$ cat config.mk
export PLATFORM = sky130hd
export DESIGN_NAME = task_result_tx_framer_flat
export DESIGN_NICKNAME = d
export VERILOG_FILES = /design/src/rtl/task_tx_pkg.sv /design/src/rtl/task_result_tx_framer_if.sv /design/src/rtl/task_result_tx_framer_sync_fifo.sv /design/src/rtl/task_result_tx_framer.sv /design/src/flat_wrapper.sv
export SDC_FILE = /design/constraint.sdc
export NUM_CORES = 1
export LEC_CHECK = 0
export ABC_CLOCK_PERIOD_IN_PS = 5100
export BUFFER_PORTS_ARGS = -buffer_cell sky130_fd_sc_hd__buf_2
export CORE_MARGIN = 5
export CORE_UTILIZATION = 60
export CTS_BUF_LIST = sky130_fd_sc_hd__clkbuf_4
export CTS_CLUSTER_SIZE = 30
export DETAILED_ROUTE_END_ITERATION = 10
export PLACE_DENSITY = 0.81
export SKIP_LAST_GASP = 1
export SYNTH_ARGS = -nofsm -noshare
export SYNTH_HDL_FRONTEND = slang
export SYNTH_SLANG_ARGS = --single-unit
$ cat constraint.sdc
create_clock -name i_clk -period 5.1 [get_ports i_clk]
set_input_delay 1.275 -clock i_clk [delete_from_list [all_inputs] [get_ports i_clk]]
set_output_delay 1.275 -clock i_clk [all_outputs]
set_load 0.02 [all_outputs]
$ cat src/rtl/task_tx_pkg.sv
// Shared types and constants for the task result transmit framer.
//   tx_state_e   : framer FSM states
//   fifo_entry_t : one buffered task output byte plus its end-of-frame flag
//   DEF_*_BYTE   : default framing control codes
//   ESC_XOR      : mask applied to a byte that follows ESC on the wire
package task_tx_pkg;

  typedef enum logic [2:0] {IDLE, SOF, DATA, ESC, EOF} tx_state_e;

  localparam logic [7:0] DEF_SOF_BYTE = 8'hA5;
  localparam logic [7:0] DEF_EOF_BYTE = 8'h5A;
  localparam logic [7:0] DEF_ESC_BYTE = 8'h1B;
  localparam logic [7:0] ESC_XOR      = 8'h20;

  typedef struct packed {
    logic       last;
    logic [7:0] data;
  } fifo_entry_t;

endpackage

$ cat src/rtl/task_result_tx_framer_if.sv
// Handshake bundle of the framer.
//   i_valid/i_last/i_data : task output stream into the framer (no backpressure)
//   o_tx_valid/o_tx_data  : byte offered to the UART transmitter
//   i_tx_ready            : UART transmitter accepts the offered byte
// slave  : framer side
// master : task block / UART side
interface task_result_tx_framer_if;
  logic       i_valid;
  logic       i_last;
  logic [7:0] i_data;
  logic       o_tx_valid;
  logic       i_tx_ready;
  logic [7:0] o_tx_data;

  modport slave  (input  i_valid, i_last, i_data, i_tx_ready,
                  output o_tx_valid, o_tx_data);
  modport master (output i_valid, i_last, i_data, i_tx_ready,
                  input  o_tx_valid, o_tx_data);
endinterface

$ cat src/rtl/task_result_tx_framer_sync_fifo.sv
// Single-clock FIFO of {last, data} entries with show-ahead read.
//   wr_en/wr_entry : push (accepted when not full, or when full and popping)
//   rd_en          : pop the head entry
//   set_last_tail  : set the last flag on the most recently written entry
//   head/head_nxt  : entry at the read pointer and the one behind it
//   level          : occupancy, 0..DEPTH
//   full/empty     : derived from level
module sync_fifo
  import task_tx_pkg::*;
#(
  parameter int DEPTH = 16
) (
  input  logic                   i_clk,
  input  logic                   i_rst_n,
  input  logic                   wr_en,
  input  fifo_entry_t            wr_entry,
  input  logic                   rd_en,
  input  logic                   set_last_tail,
  output fifo_entry_t            head,
  output fifo_entry_t            head_nxt,
  output logic [$clog2(DEPTH):0] level,
  output logic                   full,
  output logic                   empty
);

  localparam int AW = $clog2(DEPTH);

  fifo_entry_t   mem [DEPTH];
  logic [AW-1:0] wr_ptr, rd_ptr, tail_ptr, rd_ptr_nxt;
  logic          do_wr, do_rd;

  assign full       = (level == (AW+1)'(DEPTH));
  assign empty      = (level == '0);
  assign tail_ptr   = wr_ptr - AW'(1);
  assign rd_ptr_nxt = rd_ptr + AW'(1);

  // A pop in the same cycle frees a slot, so a write to a full FIFO still lands.
  assign do_rd = rd_en & ~empty;
  assign do_wr = wr_en & (~full | do_rd);

  always_ff @(posedge i_clk or negedge i_rst_n) begin
    if (!i_rst_n) begin
      wr_ptr <= '0;
      rd_ptr <= '0;
      level  <= '0;
    end else begin
      if (do_wr) wr_ptr <= wr_ptr + AW'(1);
      if (do_rd) rd_ptr <= rd_ptr_nxt;
      level <= level + (AW+1)'(do_wr) - (AW+1)'(do_rd);
    end
  end

  // Storage carries no reset; occupancy alone decides what is valid.
  always_ff @(posedge i_clk) begin
    if (do_wr)              mem[wr_ptr]        <= wr_entry;
    else if (set_last_tail) mem[tail_ptr].last <= 1'b1;
  end

  assign head     = mem[rd_ptr];
  assign head_nxt = mem[rd_ptr_nxt];

endmodule

$ cat src/rtl/task_result_tx_framer.sv
// Task result transmit framer: buffers task output bytes and sends each frame
// to the UART transmitter as SOF, byte-stuffed payload, EOF.
//   i_clk, i_rst_n : clock, asynchronous active-low reset
//   tx_if          : task stream in, UART byte handshake out (slave modport)
//   o_busy         : FSM not idle or FIFO not empty
//   o_overflow     : sticky, an input byte was dropped on a full FIFO
//   o_fifo_level   : FIFO occupancy
// Only DATA_WIDTH = 8 is supported.
module task_result_tx_framer
  import task_tx_pkg::*;
#(
  parameter int         DATA_WIDTH = 8,
  parameter int         FIFO_DEPTH = 16,
  parameter logic [7:0] SOF_BYTE   = DEF_SOF_BYTE,
  parameter logic [7:0] EOF_BYTE   = DEF_EOF_BYTE,
  parameter logic [7:0] ESC_BYTE   = DEF_ESC_BYTE
) (
  input  logic                        i_clk,
  input  logic                        i_rst_n,
  task_result_tx_framer_if.slave      tx_if,
  output logic                        o_busy,
  output logic                        o_overflow,
  output logic [$clog2(FIFO_DEPTH):0] o_fifo_level
);

  localparam int LW = $clog2(FIFO_DEPTH) + 1;

  tx_state_e             state, state_n;
  logic                  tv, tv_n;
  logic [DATA_WIDTH-1:0] td, td_n;
  logic                  pop, xfer, drop;
  fifo_entry_t           head, head_nxt, wr_entry;
  logic                  full, empty;

  function automatic logic is_ctrl(input logic [7:0] b);
    return (b == SOF_BYTE) || (b == EOF_BYTE) || (b == ESC_BYTE);
  endfunction

  // First wire byte for a payload entry: the escape code if it needs stuffing.
  function automatic logic [7:0] wire_byte(input fifo_entry_t e);
    return is_ctrl(e.data) ? ESC_BYTE : e.data;
  endfunction

  assign wr_entry = '{last: tx_if.i_last, data: tx_if.i_data};
  assign drop     = tx_if.i_valid & full & ~pop;

  sync_fifo #(.DEPTH(FIFO_DEPTH)) u_fifo (
    .i_clk        (i_clk),
    .i_rst_n      (i_rst_n),
    .wr_en        (tx_if.i_valid),
    .wr_entry     (wr_entry),
    .rd_en        (pop),
    .set_last_tail(drop & tx_if.i_last),
    .head         (head),
    .head_nxt     (head_nxt),
    .level        (o_fifo_level),
    .full         (full),
    .empty        (empty)
  );

  assign xfer = tv & tx_if.i_tx_ready;

  // Output byte is registered, so every transition also loads the next byte.
  // After a pop the following byte comes from head_nxt, keeping one byte per
  // cycle while the FIFO holds at least two entries.
  always_comb begin
    state_n = state;
    tv_n    = tv;
    td_n    = td;
    pop     = 1'b0;
    unique case (state)
      IDLE: begin
        if (!empty) begin
          tv_n    = 1'b1;
          td_n    = SOF_BYTE;
          state_n = SOF;
        end
      end
      SOF: begin
        if (xfer) begin
          state_n = DATA;
          tv_n    = ~empty;
          if (!empty) td_n = wire_byte(head);
        end
      end
      DATA: begin
        if (!tv) begin
          // mid-frame stall: resume as soon as a byte arrives
          if (!empty) begin
            tv_n = 1'b1;
            td_n = wire_byte(head);
          end
        end else if (xfer) begin
          if (is_ctrl(head.data)) begin
            state_n = ESC;
            td_n    = head.data ^ ESC_XOR;
          end else begin
            pop = 1'b1;
            if (head.last) begin
              state_n = EOF;
              td_n    = EOF_BYTE;
            end else begin
              tv_n = (o_fifo_level > LW'(1));
              if (o_fifo_level > LW'(1)) td_n = wire_byte(head_nxt);
            end
          end
        end
      end
      ESC: begin
        if (xfer) begin
          pop = 1'b1;
          if (head.last) begin
            state_n = EOF;
            td_n    = EOF_BYTE;
          end else begin
            state_n = DATA;
            tv_n    = (o_fifo_level > LW'(1));
            if (o_fifo_level > LW'(1)) td_n = wire_byte(head_nxt);
          end
        end
      end
      EOF: begin
        if (xfer) begin
          // next frame already waiting: pass through IDLE without a gap
          if (!empty) begin
            state_n = SOF;
            td_n    = SOF_BYTE;
          end else begin
            state_n = IDLE;
            tv_n    = 1'b0;
          end
        end
      end
      default: begin
        state_n = IDLE;
        tv_n    = 1'b0;
      end
    endcase
  end

  always_ff @(posedge i_clk or negedge i_rst_n) begin
    if (!i_rst_n) begin
      state      <= IDLE;
      tv         <= 1'b0;
      td         <= '0;
      o_overflow <= 1'b0;
    end else begin
      state <= state_n;
      tv    <= tv_n;
      td    <= td_n;
      if (drop) o_overflow <= 1'b1;
    end
  end

  assign tx_if.o_tx_valid = tv;
  assign tx_if.o_tx_data  = td;
  assign o_busy           = (state != IDLE) | ~empty;

endmodule

$ cat src/flat_wrapper.sv
// flat-port wrapper written by rule: the top's interface ports become plain ports
module task_result_tx_framer_flat import task_tx_pkg::*;
#(
  parameter int         DATA_WIDTH = 8,
  parameter int         FIFO_DEPTH = 16,
  parameter logic [7:0] SOF_BYTE   = DEF_SOF_BYTE,
  parameter logic [7:0] EOF_BYTE   = DEF_EOF_BYTE,
  parameter logic [7:0] ESC_BYTE   = DEF_ESC_BYTE
)
  (i_clk, i_rst_n, o_busy, o_overflow, o_fifo_level, tx_if_i_valid, tx_if_i_last, tx_if_i_data, tx_if_i_tx_ready, tx_if_o_tx_valid, tx_if_o_tx_data);
  task_result_tx_framer_if tx_if_i ();
  input  logic i_clk;
  input  logic i_rst_n;
  output logic o_busy;
  output logic o_overflow;
  output logic [$clog2(FIFO_DEPTH):0] o_fifo_level;
  input wire logic [$bits(tx_if_i.i_valid)-1:0] tx_if_i_valid;
  input wire logic [$bits(tx_if_i.i_last)-1:0] tx_if_i_last;
  input wire logic [$bits(tx_if_i.i_data)-1:0] tx_if_i_data;
  input wire logic [$bits(tx_if_i.i_tx_ready)-1:0] tx_if_i_tx_ready;
  output wire logic [$bits(tx_if_i.o_tx_valid)-1:0] tx_if_o_tx_valid;
  output wire logic [$bits(tx_if_i.o_tx_data)-1:0] tx_if_o_tx_data;
  assign tx_if_i.i_valid = tx_if_i_valid;
  assign tx_if_i.i_last = tx_if_i_last;
  assign tx_if_i.i_data = tx_if_i_data;
  assign tx_if_i.i_tx_ready = tx_if_i_tx_ready;
  assign tx_if_o_tx_valid = tx_if_i.o_tx_valid;
  assign tx_if_o_tx_data = tx_if_i.o_tx_data;
  task_result_tx_framer #(.DATA_WIDTH(DATA_WIDTH), .FIFO_DEPTH(FIFO_DEPTH), .SOF_BYTE(SOF_BYTE), .EOF_BYTE(EOF_BYTE), .ESC_BYTE(ESC_BYTE)) u_core (.i_clk(i_clk), .i_rst_n(i_rst_n), .tx_if(tx_if_i), .o_busy(o_busy), .o_overflow(o_overflow), .o_fifo_level(o_fifo_level));
endmodule
# After elaboration in Yosys (flattened, before gate mapping)
# Memories as Yosys holds them, arrays and structs flattened.
# Cells that the tools add are included.
# Widths: inputs -> output; s select.
dict set report classes {
  add_sub_neg 5
  n_lt_le_gt_ge 1
  eq_ne 21
  n_mux 49
  n_bitwise 12
  n_reduce_logical 12
}
# op n
set op_table {}
lappend op_table {{$mux 8} 12}
lappend op_table {{$pmux 8 s5} 1}
lappend op_table {{$mux 3} 9}
lappend op_table {{$mux 1} 21}
lappend op_table {{$eq 8x5->1 const B} 2}
lappend op_table {{$eq 8x7->1 const B} 2}
lappend op_table {{$eq 8x8->1 const B} 2}
lappend op_table {{$pmux 3 s5} 1}
lappend op_table {{$ne 2x1->1 const B} 6}
lappend op_table {{$mux 9} 1}
lappend op_table {{$reduce_or 9->1} 1}
lappend op_table {{$add 4x1->4 const B} 2}
lappend op_table {{$reduce_and 7->1} 1}
lappend op_table {{$and 1x1->1} 6}
lappend op_table {{$eq 3x2->1 const B} 2}
lappend op_table {{$reduce_and 6->1} 1}
lappend op_table {{$add 5x1->5} 1}
lappend op_table {{$eq 5x5->1 const B} 1}
lappend op_table {{$gt 5x1->1 const B} 1}
lappend op_table {{$logic_not 5->1} 1}
lappend op_table {{$pmux 1 s5} 1}
lappend op_table {{$reduce_and 5->1} 1}
lappend op_table {{$reduce_bool 5->1} 1}
lappend op_table {{$sub 5x1->5} 1}
lappend op_table {{14 further kinds} 22}
dict set report word_totals {
  regBits 26
  ramBits 144
  output_inout_bits 16
  n_memories 1
}
# name words word_bits rd rd_clocked_by_memory_dff write_ports line_no
set memory_table {}
lappend memory_table {u_core.u_fifo.mem 16 9 2 0 1 task_result_tx_framer_sync_fifo.sv:28} ;# fifo_entry_t mem [DEPTH];

# Logic depth before layout (Yosys ltp)
# Gate-level depths: netlist (run 1).
# An unclocked memory read counts as a cell.
dict set report depth {
  word_depth 16
  mapped_depth 20
}

# Modules after synthesis
# From an unflattened synthesis (run 1), not the netlist that was laid out.
dict set report hier_totals {
  cells_unflattened 719
  hier_area_um2 9374.0
}
# module n_inst cells_each area_each_um2 seq_area_each_um2
set modules_own_cells {}
lappend modules_own_cells {sync_fifo 1 534 7935.1 4649.5}
lappend modules_own_cells {task_result_tx_framer 1 185 1438.9 325.3}

# Worst setup path after synthesis (run 1)
# OpenSTA, ideal clock, no wires.
dict set report synth_timing {
  path_kind {reg-to-reg}
  startpoint {register u_core.u_fifo.rd_ptr[0]}
  endpoint {register u_core.u_fifo.level[4]}
  setup_time_ps 79
  arrival_time_ps 3863
  required_ps 5021
  path_slack_ps 1158
  stages_incl_launch_ff 19
  path_buffers 2
  path_cell_list {dfrtp_1 -> buf_4 -> mux4_2 -> a22oi_1 -> nand3_1 -> and2_1 -> and4_1 -> buf_6 -> o211a_1 -> nor2_1 -> nand2_1 -> ha_1 -> inv_1 -> ha_1 -> fa_1 -> a21oi_1 -> nor2_1 -> nor2_1 -> xor2_1}
}
dict set report synth_via {
  elab_chain_cells 13
  word_cells_on_any_way 15
  cone_classes {add/sub: 2; eq/ne: 3; mux: 4; bitwise: 3; reduce/logical: 2; memory: 1}
}
# element line_no
set synth_lines {}
lappend synth_lines {{from (decl)} task_result_tx_framer_sync_fifo.sv:29} ;# logic [AW-1:0] wr_ptr, rd_ptr, tail_ptr, rd_ptr_nxt;
lappend synth_lines {{from (signal assigned)} task_result_tx_framer_sync_fifo.sv:48} ;# if (do_rd) rd_ptr <= rd_ptr_nxt;
lappend synth_lines {{$mem_v2 16x9 (*)} --}
lappend synth_lines {{$eq 8x8->1 or $eq 8x7->1 (tied branches)} task_result_tx_framer.sv:36} ;# return (b == SOF_BYTE) || (b == EOF_BYTE) || (b == ESC_BYTE);
lappend synth_lines {{$logic_or 1x1->1} task_result_tx_framer.sv:36}
lappend synth_lines {{$logic_or 1x1->1 (*)} task_result_tx_framer.sv:36}
lappend synth_lines {{$mux 1 (*)} task_result_tx_framer.sv:94} ;# if (is_ctrl(head.data)) begin
lappend synth_lines {{$mux 1 (*)} task_result_tx_framer.sv:93} ;# end else if (xfer) begin
lappend synth_lines {{$mux 1 (*)} task_result_tx_framer.sv:87} ;# if (!tv) begin
lappend synth_lines {{$pmux 1 s2 (*)} task_result_tx_framer.sv:71} ;# unique case (state)
lappend synth_lines {{$and 1x1->1 (*)} task_result_tx_framer_sync_fifo.sv:38} ;# assign do_rd = rd_en & ~empty;
lappend synth_lines {{$or 1x1->1} task_result_tx_framer_sync_fifo.sv:39} ;# assign do_wr = wr_en & (~full | do_rd);
lappend synth_lines {{$and 1x1->1} task_result_tx_framer_sync_fifo.sv:39}
lappend synth_lines {{$add 5x1->5} task_result_tx_framer_sync_fifo.sv:49} ;# level <= level + (AW+1)'(do_wr) - (AW+1)'(do_rd);
lappend synth_lines {{$sub 5x1->5 (*)} task_result_tx_framer_sync_fifo.sv:49}
lappend synth_lines {{to (signal assigned)} task_result_tx_framer_sync_fifo.sv:49}
lappend synth_lines {{to (decl)} task_result_tx_framer_sync_fifo.sv:21} ;# output logic [$clog2(DEPTH):0] level,
# Mark *: on every way between the ends. The rest lies on a longest branch, timed or not.
# A chain may end at the register's enable or synchronous reset.

# Worst setup path after layout (run 1)
dict set report layout_timing {
  startpoint {register u_core.u_fifo.rd_ptr[2]}
  endpoint {register u_core.u_fifo.level[4]}
}
# The elaborated chain is that of the path after synthesis.

==> flow_metrics.env, run 1 <==
export IMPL_status="finished, final reports clean"
export IMPL_cts_tree="built"
export IMPL_rsz0062_at_grt="no"
export IMPL_tightest_slew_ns=1.10
export IMPL_place_congestion=0.911
export IMPL_core_area_um2=14600
export IMPL_synth_top_family_by_area="multiplexers"
export IMPL_synth_xor_area_frac=0.0126
export IMPL_initial_core_util=0.614
export IMPL_ant_nets=0
export IMPL_start_kind="flop"
export IMPL_yosysTopAreaCell="edfxtp_1"
export IMPL_synthAdderAreaFrac=0.0176
export IMPL_m1WireLength_um=7910
export IMPL_max_cap_viol_count=0
export IMPL_dr_pass1_iters=8
export IMPL_dpl_cell_area_um2=9370
export IMPL_cp_data_arrival_time_ns=5.35
export IMPL_worstSetupPathType="reg2reg"
export IMPL_synth_area_um2=8960
export IMPL_finalInstanceArea_um2=9650
export IMPL_synth_warnings=0
export IMPL_drt_wl_total_um=20400
export IMPL_peakVddDrop_uv=252
export IMPL_clock_latency_ns=0.60
export IMPL_num_rows=44
export IMPL_cp_max_fo=24
export IMPL_finalSetupViolCount=0
export IMPL_highest_layer="met4"
export IMPL_chipWidth_um=132
export IMPL_final_hold_violation_count=0
export IMPL_syn_area_per_cell_um2=14.7
export IMPL_seq_area_frac_synth=0.555
export IMPL_routed_via_count=5946
export IMPL_final_util=0.661
export IMPL_vias_per_cell=6.95
export IMPL_die_area_um2=17500
export IMPL_dr_first_iter_drc_count=663
export IMPL_synth_compound_area_frac=0.0669
export IMPL_synth_edf_count=144
export IMPL_antenna_found_initial=1
export IMPL_wl_met3_um=1970
export IMPL_grt_max_degree=30
export IMPL_root_buffer="clkbuf_4"
export IMPL_maxSlewHeadroom=0.267
export IMPL_end_kind="flop"
export IMPL_worstPathRequired_ns=5.62
export IMPL_fin_skew_ns=0.0262
export IMPL_clock_sinks=170
export IMPL_synth_area_leaders="edfxtp_1, mux4_2, dfrtp_1"
export IMPL_power_density_nw_per_um2=628
export IMPL_dp_final_hpwl_um=14600
export IMPL_fin_crit_sh=0.947
export IMPL_grt_overflow=0
export IMPL_hp_class="reg2reg"
export IMPL_htreeDepth=4
export IMPL_drv_slew=0
export IMPL_syn_nets=635
export IMPL_first_global_vias=5981
export IMPL_path_clk_slew_ns=0.14
export IMPL_clock_fmax_mhz=207
export IMPL_period_minus_slack_ns=4.83
export IMPL_wl_per_cell_um=23.8
export IMPL_p_leak_uw=0.00334
export IMPL_drive_above_1_share=0.279
export IMPL_tritoncts_num_buffers=17
export IMPL_ys_top_cells_by_count="edfxtp_1, mux4_2, nor2_1"
export IMPL_wl_met2_um=10100
export IMPL_drt_drc_violations_left=0
export IMPL_syn_inst=610
export IMPL_async_flop_share=0.153
export IMPL_synth_cell_types=68
export IMPL_port_buffers=28
export IMPL_cts_setup_buffers=0
export IMPL_yosys_area_share_simple=0.113
export IMPL_synth_ff_type="edfxtp_1"
export IMPL_synthMuxAreaShare=0.201
export IMPL_nets=682
export IMPL_clockBufferDepth=2
export IMPL_grt_pass1_wl_um=32900
export IMPL_grt_usage=0.240
export IMPL_postSynthRegisterBits=170
export IMPL_synth_most_common_cell="edfxtp_1"
export IMPL_synth_top_cell_area_share=0.483
export IMPL_area_growth_pct=7.68
export IMPL_fp_dieH_um=132
export IMPL_ios=29
export IMPL_setup_tns_ns=0
[state kept, by name, summed over array words and instances, names as in the netlist]
signal / cells
u_core.o_overflow: 1
u_core.state: 3
u_core.tx_if.o_tx_data: 8
u_core.tx_if.o_tx_valid: 1
u_core.u_fifo.level: 5
u_core.u_fifo.mem: 144
u_core.u_fifo.rd_ptr: 4
u_core.u_fifo.wr_ptr: 4
[layer usage]
metal	GRT usage	up-vias
li1	-	2525
met3	0.0538	45
met5	0	-
met4	0.0803	0
met2	0.384	361
met1	0.332	3015
[worst max-delay path, stage by stage (launching register included)]
cell	delay [ns]
dfrtp_1	1.09
mux4_1	0.44
a22oi_1	0.28
and3_1	0.28
nor4_1	0.08
and4_1	0.27
o211a_1	0.29
nor2_1	0.34
nand2_1	0.20
ha_1	0.32
inv_1	0.04
ha_1	0.20
fa_1	0.43
a21oi_1	0.14
nor2_1	0.06
nor2_1	0.12
xor2_1	0.16
[cell usage in the layout (no fill, tap or decap), drive strengths merged, types with 4 or more instances in the layout]
| cell type | instances |
|---|---|
| a22oi | 12 |
| nand3 | 14 |
| edfxtp | 144 |
| nand2 | 37 |
| buf | 61 |
| a21oi | 11 |
| mux2 | 5 |
| nor3 | 25 |
| inv | 22 |
| o211ai | 4 |
| mux2i | 11 |
| and3 | 8 |
| xor2 | 6 |
| nor2b | 21 |
| o21a | 4 |
| nand4 | 9 |
| xnor2 | 6 |
| nor2 | 57 |
| ha | 11 |
| or3 | 5 |
| and2 | 5 |
| clkinv | 5 |
| mux4 | 72 |
| dfrtp | 26 |
| nand2b | 5 |
| o21ai | 18 |
| clkbuf | 18 |
[stage by stage]
step | instances | hold slack [ns] | total power (µW) | worst slack [ns]
detailed placement | 822 | 0.448 | 5280 | 0.356
finish | 856 | 0.481 | 6060 | 0.269
global placement | 822 | 0.433 | 5170 | 0.559
global route | 856 | 0.511 | 6420 | 0.0534
CTS | 854 | 0.480 | 6030 | 0.294
floorplan | 610 | 0.527 | 4490 | 1.16
[path summary, 6_finish.rpt]
kind                                         start  slack [ns]  depth (start not counted)                 endpoint
max reg2reg                u_core.u_fifo.rd_ptr[2]        0.27                         16   u_core.u_fifo.level[4]
min reg2reg                      u_core.o_overflow        0.48                          1        u_core.o_overflow
max in group asynchronous                  i_rst_n        3.96                          1  u_core.u_fifo.rd_ptr[1]
max                        u_core.u_fifo.rd_ptr[2]        0.27                         16   u_core.u_fifo.level[4]
min                              u_core.o_overflow        0.48                          1        u_core.o_overflow
min in group asynchronous                  i_rst_n        0.69                          1  u_core.u_fifo.rd_ptr[0]
[timing repair]
action	in CTS	in global routing
resized for setup	0	1
hold endpoints to repair	0	0
hold buffers	0	0
setup endpoints to repair	0	1
[cell type report]
type	count	area, µm²
Sequential cell	170	4980
Timing Repair Buffer	61	413
Fill cell	974	4940
Clock buffer	18	135
Multi-Input combinational cell	392	3690
Clock inverter	14	135
Antenna cell	2	5.00
Inverter	15	56.3
Tap cell	184	230
[logic make-up after synthesis]
logic type / after synthesis
xor gates and xnor gates: 12
buffers and inverters: 48
muxes: 88
AOI/OAI and AO/OA: 79
and+or+nand+nor: 201
adders and majority gates: 12
DFF: 170
[where the power goes]
| part | switching (µW) | internal, µW | total [µW] |
|---|---|---|---|
| Sequential | 279 | 1750 | 2020 |
| Combinational | 1770 | 1510 | 3280 |
| Clock | 498 | 259 | 758 |
Power figures use the tool's default switching activity.
==> run 2: changes to the inputs <==
--- a/config.mk
+++ b/config.mk
@@ -5,14 +5,16 @@
 export SDC_FILE = /design/constraint.sdc
 export NUM_CORES = 1
 export LEC_CHECK = 0
-export ABC_CLOCK_PERIOD_IN_PS = 5100
+export ABC_CLOCK_PERIOD_IN_PS = 4580
 export BUFFER_PORTS_ARGS = -buffer_cell sky130_fd_sc_hd__buf_2
+export CELL_PAD_IN_SITES_DETAIL_PLACEMENT = 1
+export CELL_PAD_IN_SITES_GLOBAL_PLACEMENT = 1
 export CORE_MARGIN = 5
-export CORE_UTILIZATION = 60
+export CORE_UTILIZATION = 55
 export CTS_BUF_LIST = sky130_fd_sc_hd__clkbuf_4
 export CTS_CLUSTER_SIZE = 30
 export DETAILED_ROUTE_END_ITERATION = 10
-export PLACE_DENSITY = 0.81
+export PLACE_DENSITY = 0.87
 export SKIP_LAST_GASP = 1
 export SYNTH_ARGS = -nofsm -noshare
 export SYNTH_HDL_FRONTEND = slang
==> constraint.sdc (replaced) <==
create_clock -name i_clk -period 4.58 [get_ports i_clk]
set_input_delay 1.145 -clock i_clk [delete_from_list [all_inputs] [get_ports i_clk]]
set_output_delay 1.145 -clock i_clk [all_outputs]
set_load 0.02 [all_outputs]
==> flow_metrics.env, run 2 (synthesis results as in run 1) <==
export IMPL_status="finished, final reports clean"
export IMPL_worstSetupPathType="reg2reg"
export IMPL_critPathBufInv=2
export IMPL_first_global_vias=6472
export IMPL_vias_per_cell=6.73
export IMPL_tightest_slew_ns=1.10
export IMPL_hp_class="reg2reg"
export IMPL_dr_pass1_iters=5
export IMPL_drt_wl_total_um=24100
export IMPL_ios=29
export IMPL_finalNonFillerCells=894
export IMPL_seqPwrFrac=0.318
export IMPL_cp_cell_sequence="buf_4 -> mux4_2 -> a22oi_1 -> nand3_1 -> nor4_1 -> and4_2 -> o21ai_0 -> o21ai_1 -> nor2_1 -> ha_1 -> inv_1 -> ha_1 -> fa_1 -> a21oi_1 -> nor2_1 -> nor2_1 -> xor2_1"
export IMPL_area_growth_pct=8.52
export IMPL_routed_via_count=6018
export IMPL_path_delay_family="simple AND/OR/NAND/NOR gates"
export IMPL_cp_max_fo=13
export IMPL_period_minus_slack_ns=4.33
export IMPL_cp_data_arrival_time_ns=4.85
export IMPL_fin_skew_ns=0.0318
export IMPL_antenna_found_initial=1
export IMPL_clock_fmax_mhz=231
export IMPL_setup_tns_ns=0
export IMPL_grt_pass1_wl_um=37800
export IMPL_path_clk_slew_ns=0.15
export IMPL_fin_crit_sh=0.946
export IMPL_clockBufferDepth=2
export IMPL_start_kind="flop"
export IMPL_p_leak_uw=0.00335
export IMPL_die_area_um2=18900
export IMPL_clock_sinks=170
export IMPL_num_rows=46
export IMPL_finalSetupViolCount=0
export IMPL_crit_top_cell="nor2_1"
export IMPL_drt_drc_violations_left=0
export IMPL_drive_above_1_share=0.286
export IMPL_regMostFlops="u_core.u_fifo.mem"
export IMPL_clock_latency_ns=0.60
export IMPL_tritoncts_num_buffers=17
export IMPL_grt_overflow=0
export IMPL_cts_tree="built"
export IMPL_p_sw_frac=0.437
export IMPL_diodes=0
export IMPL_cp_slowest_stage_delay_ns=0.57
export IMPL_ant_nets=0
export IMPL_end_kind="flop"
export IMPL_place_congestion=0.881
export IMPL_final_hold_violation_count=0
export IMPL_chipWidth_um=138
export IMPL_cpMaxStageDelayCell="mux4_2"
export IMPL_dp_cells=856
export IMPL_worstPathRequired_ns=5.10
export IMPL_port_buffers=28
export IMPL_rsz0062_at_grt="no"
export IMPL_root_buffer="clkbuf_4"
export IMPL_hold_buffers=0
export IMPL_dr_first_iter_drc_count=514
export IMPL_most_common_layout_cells="edfxtp_1, mux4_2, nor2_1"
export IMPL_peakVddDrop_uv=325
export IMPL_fin_hold_ws_ns=0.468
export IMPL_layout_commonest_cell="edfxtp_1"
export IMPL_fp_dieH_um=138
export IMPL_max_cap_viol_count=0
export IMPL_nets=690
export IMPL_grt_usage=0.272
export IMPL_core_area_um2=15900
export IMPL_wl_per_cell_um=26.9
export IMPL_largest_register_ffs=144
export IMPL_initial_core_util=0.562
export IMPL_dp_final_hpwl_um=17900
export IMPL_clkPwrFrac=0.119
export IMPL_maxSlewHeadroom=0.264
export IMPL_power_uw=6930
export IMPL_combPwrFrac=0.563
export IMPL_p_switching_uw=3020
export IMPL_intPower_uw=3900
export IMPL_power_density_nw_per_um2=712
export IMPL_htreeDepth=4
export IMPL_drv_slew=0
export IMPL_grt_max_degree=29
-- run 2: changes by cell type in the layout (fill, tap and decap cells not counted), moves of 2 or more --
cell	delta
buf_12	-2
buf_4	+8
clkinv_2	-2
dfrtp_2	-2
diode_2	-2
-- run 2: stage by stage --
stage / setup WS, ns / utilization / area [µm²]
after detailed placement: 0.106 / 0.590 / 9400
after global routing: 0.0387 / 0.610 / 9720
after global placement: 0.335 / 0.590 / 9400
final: 0.248 / 0.610 / 9720
after CTS: 0.0613 / 0.606 / 9660
after floorplan: 0.638 / - / 8960
-- run 2: final timing paths --
kind	startpoint	endpoint	slack, ns	depth (start not counted)
worst max-delay path	u_core.u_fifo.rd_ptr[1]	u_core.u_fifo.level[4]	0.25	17
worst min-delay path	u_core.o_overflow	u_core.o_overflow	0.47	1
worst max register to register	u_core.u_fifo.rd_ptr[1]	u_core.u_fifo.level[4]	0.25	17
worst min register to register	u_core.o_overflow	u_core.o_overflow	0.47	1
max in group asynchronous	i_rst_n	u_core.u_fifo.rd_ptr[0]	3.51	1
min in group asynchronous	i_rst_n	u_core.tx_if.o_tx_data[7]	0.55	1
-- run 2: timing repair --
| action | in CTS | in global routing |
|---|---|---|
| setup buffers | 0 | 6 |
| endpoints found under the setup margin | 0 | 41 |
| gates resized for setup | 0 | 3 |
-- run 2: worst reg2reg max path: stages (launching register included) --
cell	delay [ns]
dfrtp_1	0.43
buf_4	0.25
mux4_2	0.58
a22oi_1	0.26
nand3_1	0.22
nor4_1	0.31
and4_2	0.34
o21ai_0	0.13
o21ai_1	0.18
nor2_1	0.09
ha_1	0.28
inv_1	0.04
ha_1	0.20
fa_1	0.44
a21oi_1	0.16
nor2_1	0.07
nor2_1	0.12
xor2_1	0.18
-- run 2: layer usage --
metal	wire length (µm)	vias to the layer above	track usage
met1	9080	3161	0.335
met4	537	2	0.0937
met3	1850	44	0.0687
met5	13	-	0
met2	12600	270	0.469
li1	-	2541	-
-- run 2: power by group through the flow --
| stage | combinational [µW] | sequential, µW | clock [µW] |
|---|---|---|---|
| finish | 3900 | 2200 | 826 |
| global route | 4180 | 2230 | 924 |
| CTS | 3800 | 2230 | 847 |
| detailed placement | 3770 | 2260 | 0 |
| global placement | 3580 | 2230 | 0 |
| floorplan | 2830 | 2170 | 0 |
-- run 2: final cells by class --
type | instances | area, µm²
fillers | 1542 | 6220
well taps | 216 | 270
flip-flops and latches | 170 | 4980
clock inverters | 15 | 134
multi-input cells | 392 | 3700
repair buffers | 69 | 459
clock buffers | 17 | 128
inverters | 15 | 56.3
==> run 3: changes to the inputs <==
--- a/config.mk
+++ b/config.mk
@@ -10,12 +10,13 @@
 export CELL_PAD_IN_SITES_DETAIL_PLACEMENT = 1
 export CELL_PAD_IN_SITES_GLOBAL_PLACEMENT = 1
 export CORE_MARGIN = 5
-export CORE_UTILIZATION = 55
+export CORE_UTILIZATION = 50
 export CTS_BUF_LIST = sky130_fd_sc_hd__clkbuf_4
 export CTS_CLUSTER_SIZE = 30
 export DETAILED_ROUTE_END_ITERATION = 10
-export PLACE_DENSITY = 0.87
+export PLACE_DENSITY = 0.81
 export SKIP_LAST_GASP = 1
 export SYNTH_ARGS = -nofsm -noshare
 export SYNTH_HDL_FRONTEND = slang
+export SYNTH_HIERARCHICAL = 1
 export SYNTH_SLANG_ARGS = --single-unit
==> flow_metrics.env, run 3 <==
export IMPL_die_area_um2=21300
export IMPL_cp_max_fo=9
export IMPL_dp_cells=961
export IMPL_grt_max_degree=39
export IMPL_drt_wl_total_um=26700
export IMPL_finalSetupViolCount=0
export IMPL_worstSetupPathType="reg2reg"
export IMPL_fin_crit_sh=0.959
export IMPL_cp_data_arrival_time_ns=4.68
export IMPL_status="finished, final reports clean"
export IMPL_clock_fmax_mhz=228
export IMPL_clock_latency_ns=0.59
export IMPL_cp_slowest_stage_delay_ns=0.55
export IMPL_core_area_um2=18100
export IMPL_clock_sinks=170
export IMPL_clockBufferDepth=2
export IMPL_p_leak_uw=0.00345
export IMPL_path_delay_family="multiplexers"
export IMPL_root_buffer="clkbuf_4"
export IMPL_synth_warnings=6
export IMPL_ant_nets=0
export IMPL_htreeDepth=4
export IMPL_drv_slew=0
export IMPL_grt_pass1_wl_um=41000
export IMPL_wl_per_cell_um=26.6
export IMPL_peakVddDrop_uv=317
export IMPL_final_hold_violation_count=0
export IMPL_clkPwrFrac=0.228
export IMPL_critPathBufInv=2
export IMPL_register_area_um2=4980
export IMPL_regMostFlops="u_core/u_fifo/mem"
export IMPL_drive_above_1_share=0.250
export IMPL_cpMaxStageDelayCell="dfrtp_4"
export IMPL_worstPathRequired_ns=4.86
export IMPL_p_switching_uw=1360
export IMPL_layout_setup_ws_ns=0.188
export IMPL_drt_drc_violations_left=0
export IMPL_intPower_uw=2450
export IMPL_fill_cells=1789
export IMPL_fp_dieH_um=146
export IMPL_num_rows=49
export IMPL_cp_cell_sequence="buf_12 -> mux4_2 -> mux2i_1 -> a21oi_1 -> nor4b_4 -> a22o_4 -> a31oi_4 -> nor2_1 -> and2_1 -> and3b_1 -> a41o_1 -> mux2_2 -> nor3_1 -> buf_4"
export IMPL_port_buffers=28
export IMPL_chipWidth_um=146
export IMPL_tightest_slew_ns=0.925
export IMPL_end_kind="flop"
export IMPL_place_congestion=0.881
export IMPL_rsz0062_at_grt="yes"
export IMPL_path_clk_slew_ns=0.18
export IMPL_syn_area_per_cell_um2=13.1
export IMPL_tritoncts_num_buffers=17
export IMPL_dp_final_hpwl_um=18900
export IMPL_syn_inst=704
export IMPL_layout_commonest_cell="edfxtp_1"
export IMPL_dr_pass1_iters=5
export IMPL_power_uw=3810
export IMPL_finalInstanceArea_um2=10200
export IMPL_period_minus_slack_ns=4.39
export IMPL_combPwrFrac=0.248
export IMPL_start_kind="flop"
export IMPL_grt_overflow=0
export IMPL_grt_usage=0.250
export IMPL_hp_class="reg2reg"
export IMPL_multiInputGateArea_um2=4000
export IMPL_first_global_vias=6837
export IMPL_dp_slack_ns=-0.0499
export IMPL_initial_core_util=0.512
export IMPL_most_common_layout_cells="edfxtp_1, nand2_1, mux4_2"
export IMPL_largest_register_ffs=144
export IMPL_cts_tree="built"
export IMPL_area_growth_pct=10.2
export IMPL_routed_via_count=6566
export IMPL_dr_first_iter_drc_count=558
export IMPL_nets=784
export IMPL_ios=29
export IMPL_hold_buffers=0
export IMPL_dpl_cell_area_um2=9780
export IMPL_max_cap_viol_count=0
export IMPL_power_density_nw_per_um2=374
export IMPL_vias_per_cell=6.53
export IMPL_fin_skew_ns=0.0326
export IMPL_antenna_found_initial=1
export IMPL_p_sw_frac=0.357
export IMPL_syn_nets=726
export IMPL_fin_hold_ws_ns=0.522
export IMPL_finalNonFillerCells=1005
export IMPL_maxSlewHeadroom=0.380
export IMPL_synth_area_um2=9250
export IMPL_seqPwrFrac=0.524
[run 3: path summary, 6_finish.rpt]
path | startpoint | end | slack (ns) | cells past startpoint
max | u_core/u_fifo/rd_ptr[1] | u_core/u_fifo/mem[7][4] | 0.19 | 14
min | u_core/o_overflow | u_core/o_overflow | 0.52 | 1
max reg2reg | u_core/u_fifo/rd_ptr[1] | u_core/u_fifo/mem[7][4] | 0.19 | 14
min reg2reg | u_core/o_overflow | u_core/o_overflow | 0.52 | 1
max in group asynchronous | i_rst_n | u_core/u_fifo/rd_ptr[1] | 3.50 | 1
min in group asynchronous | i_rst_n | u_core/u_fifo/level[2] | 0.56 | 1
[run 3: timing repair]
| action | CTS | global route |
|---|---|---|
| setup endpoints to repair | 70 | 254 |
| pin swaps | 0 | 1 |
| resized for setup | 4 | 5 |
| endpoints found under the hold margin | 0 | 0 |
| setup buffers | 0 | 11 |
[run 3: area by class of cell]
| type | count | area share |
|---|---|---|
| flip-flops and latches | 170 | 0.488 |
| multi-input cells | 481 | 0.392 |
| repair buffers | 81 | 0.0601 |
| well taps | 229 | 0.0281 |
| clock inverters | 15 | 0.0148 |
| clock buffers | 17 | 0.0125 |
| inverters | 11 | 0.00405 |
| diodes | 1 | 0.000245 |
[run 3: routing by layer]
metal / track usage / vias to the layer above / wire length [µm]
li1: - / 2869 / -
met1: 0.321 / 3399 / 11000
met2: 0.432 / 251 / 13400
met3: 0.0567 / 47 / 1650
met4: 0.0701 / 0 / 672
met5: 0 / - / 0
[run 3: power by group through the flow]
stage / Clock, µW / Sequential (µW) / Combinational, µW
4_1_cts: 887 / 2000 / 937
5_1_grt: 940 / 2020 / 1020
2_1_floorplan: 0 / 2010 / 594
3_5_place_dp: 0 / 2030 / 926
6_report: 869 / 2000 / 946
3_3_place_gp: 0 / 2010 / 870
[run 3: metrics by stage]
step / TNS (ns) / utilization
after detailed placement: -1.48 / 0.541
after global placement: 0 / 0.541
final: 0 / 0.564
after CTS: 0 / 0.557
after global routing: -0.252 / 0.564
after floorplan: -0.906 / -
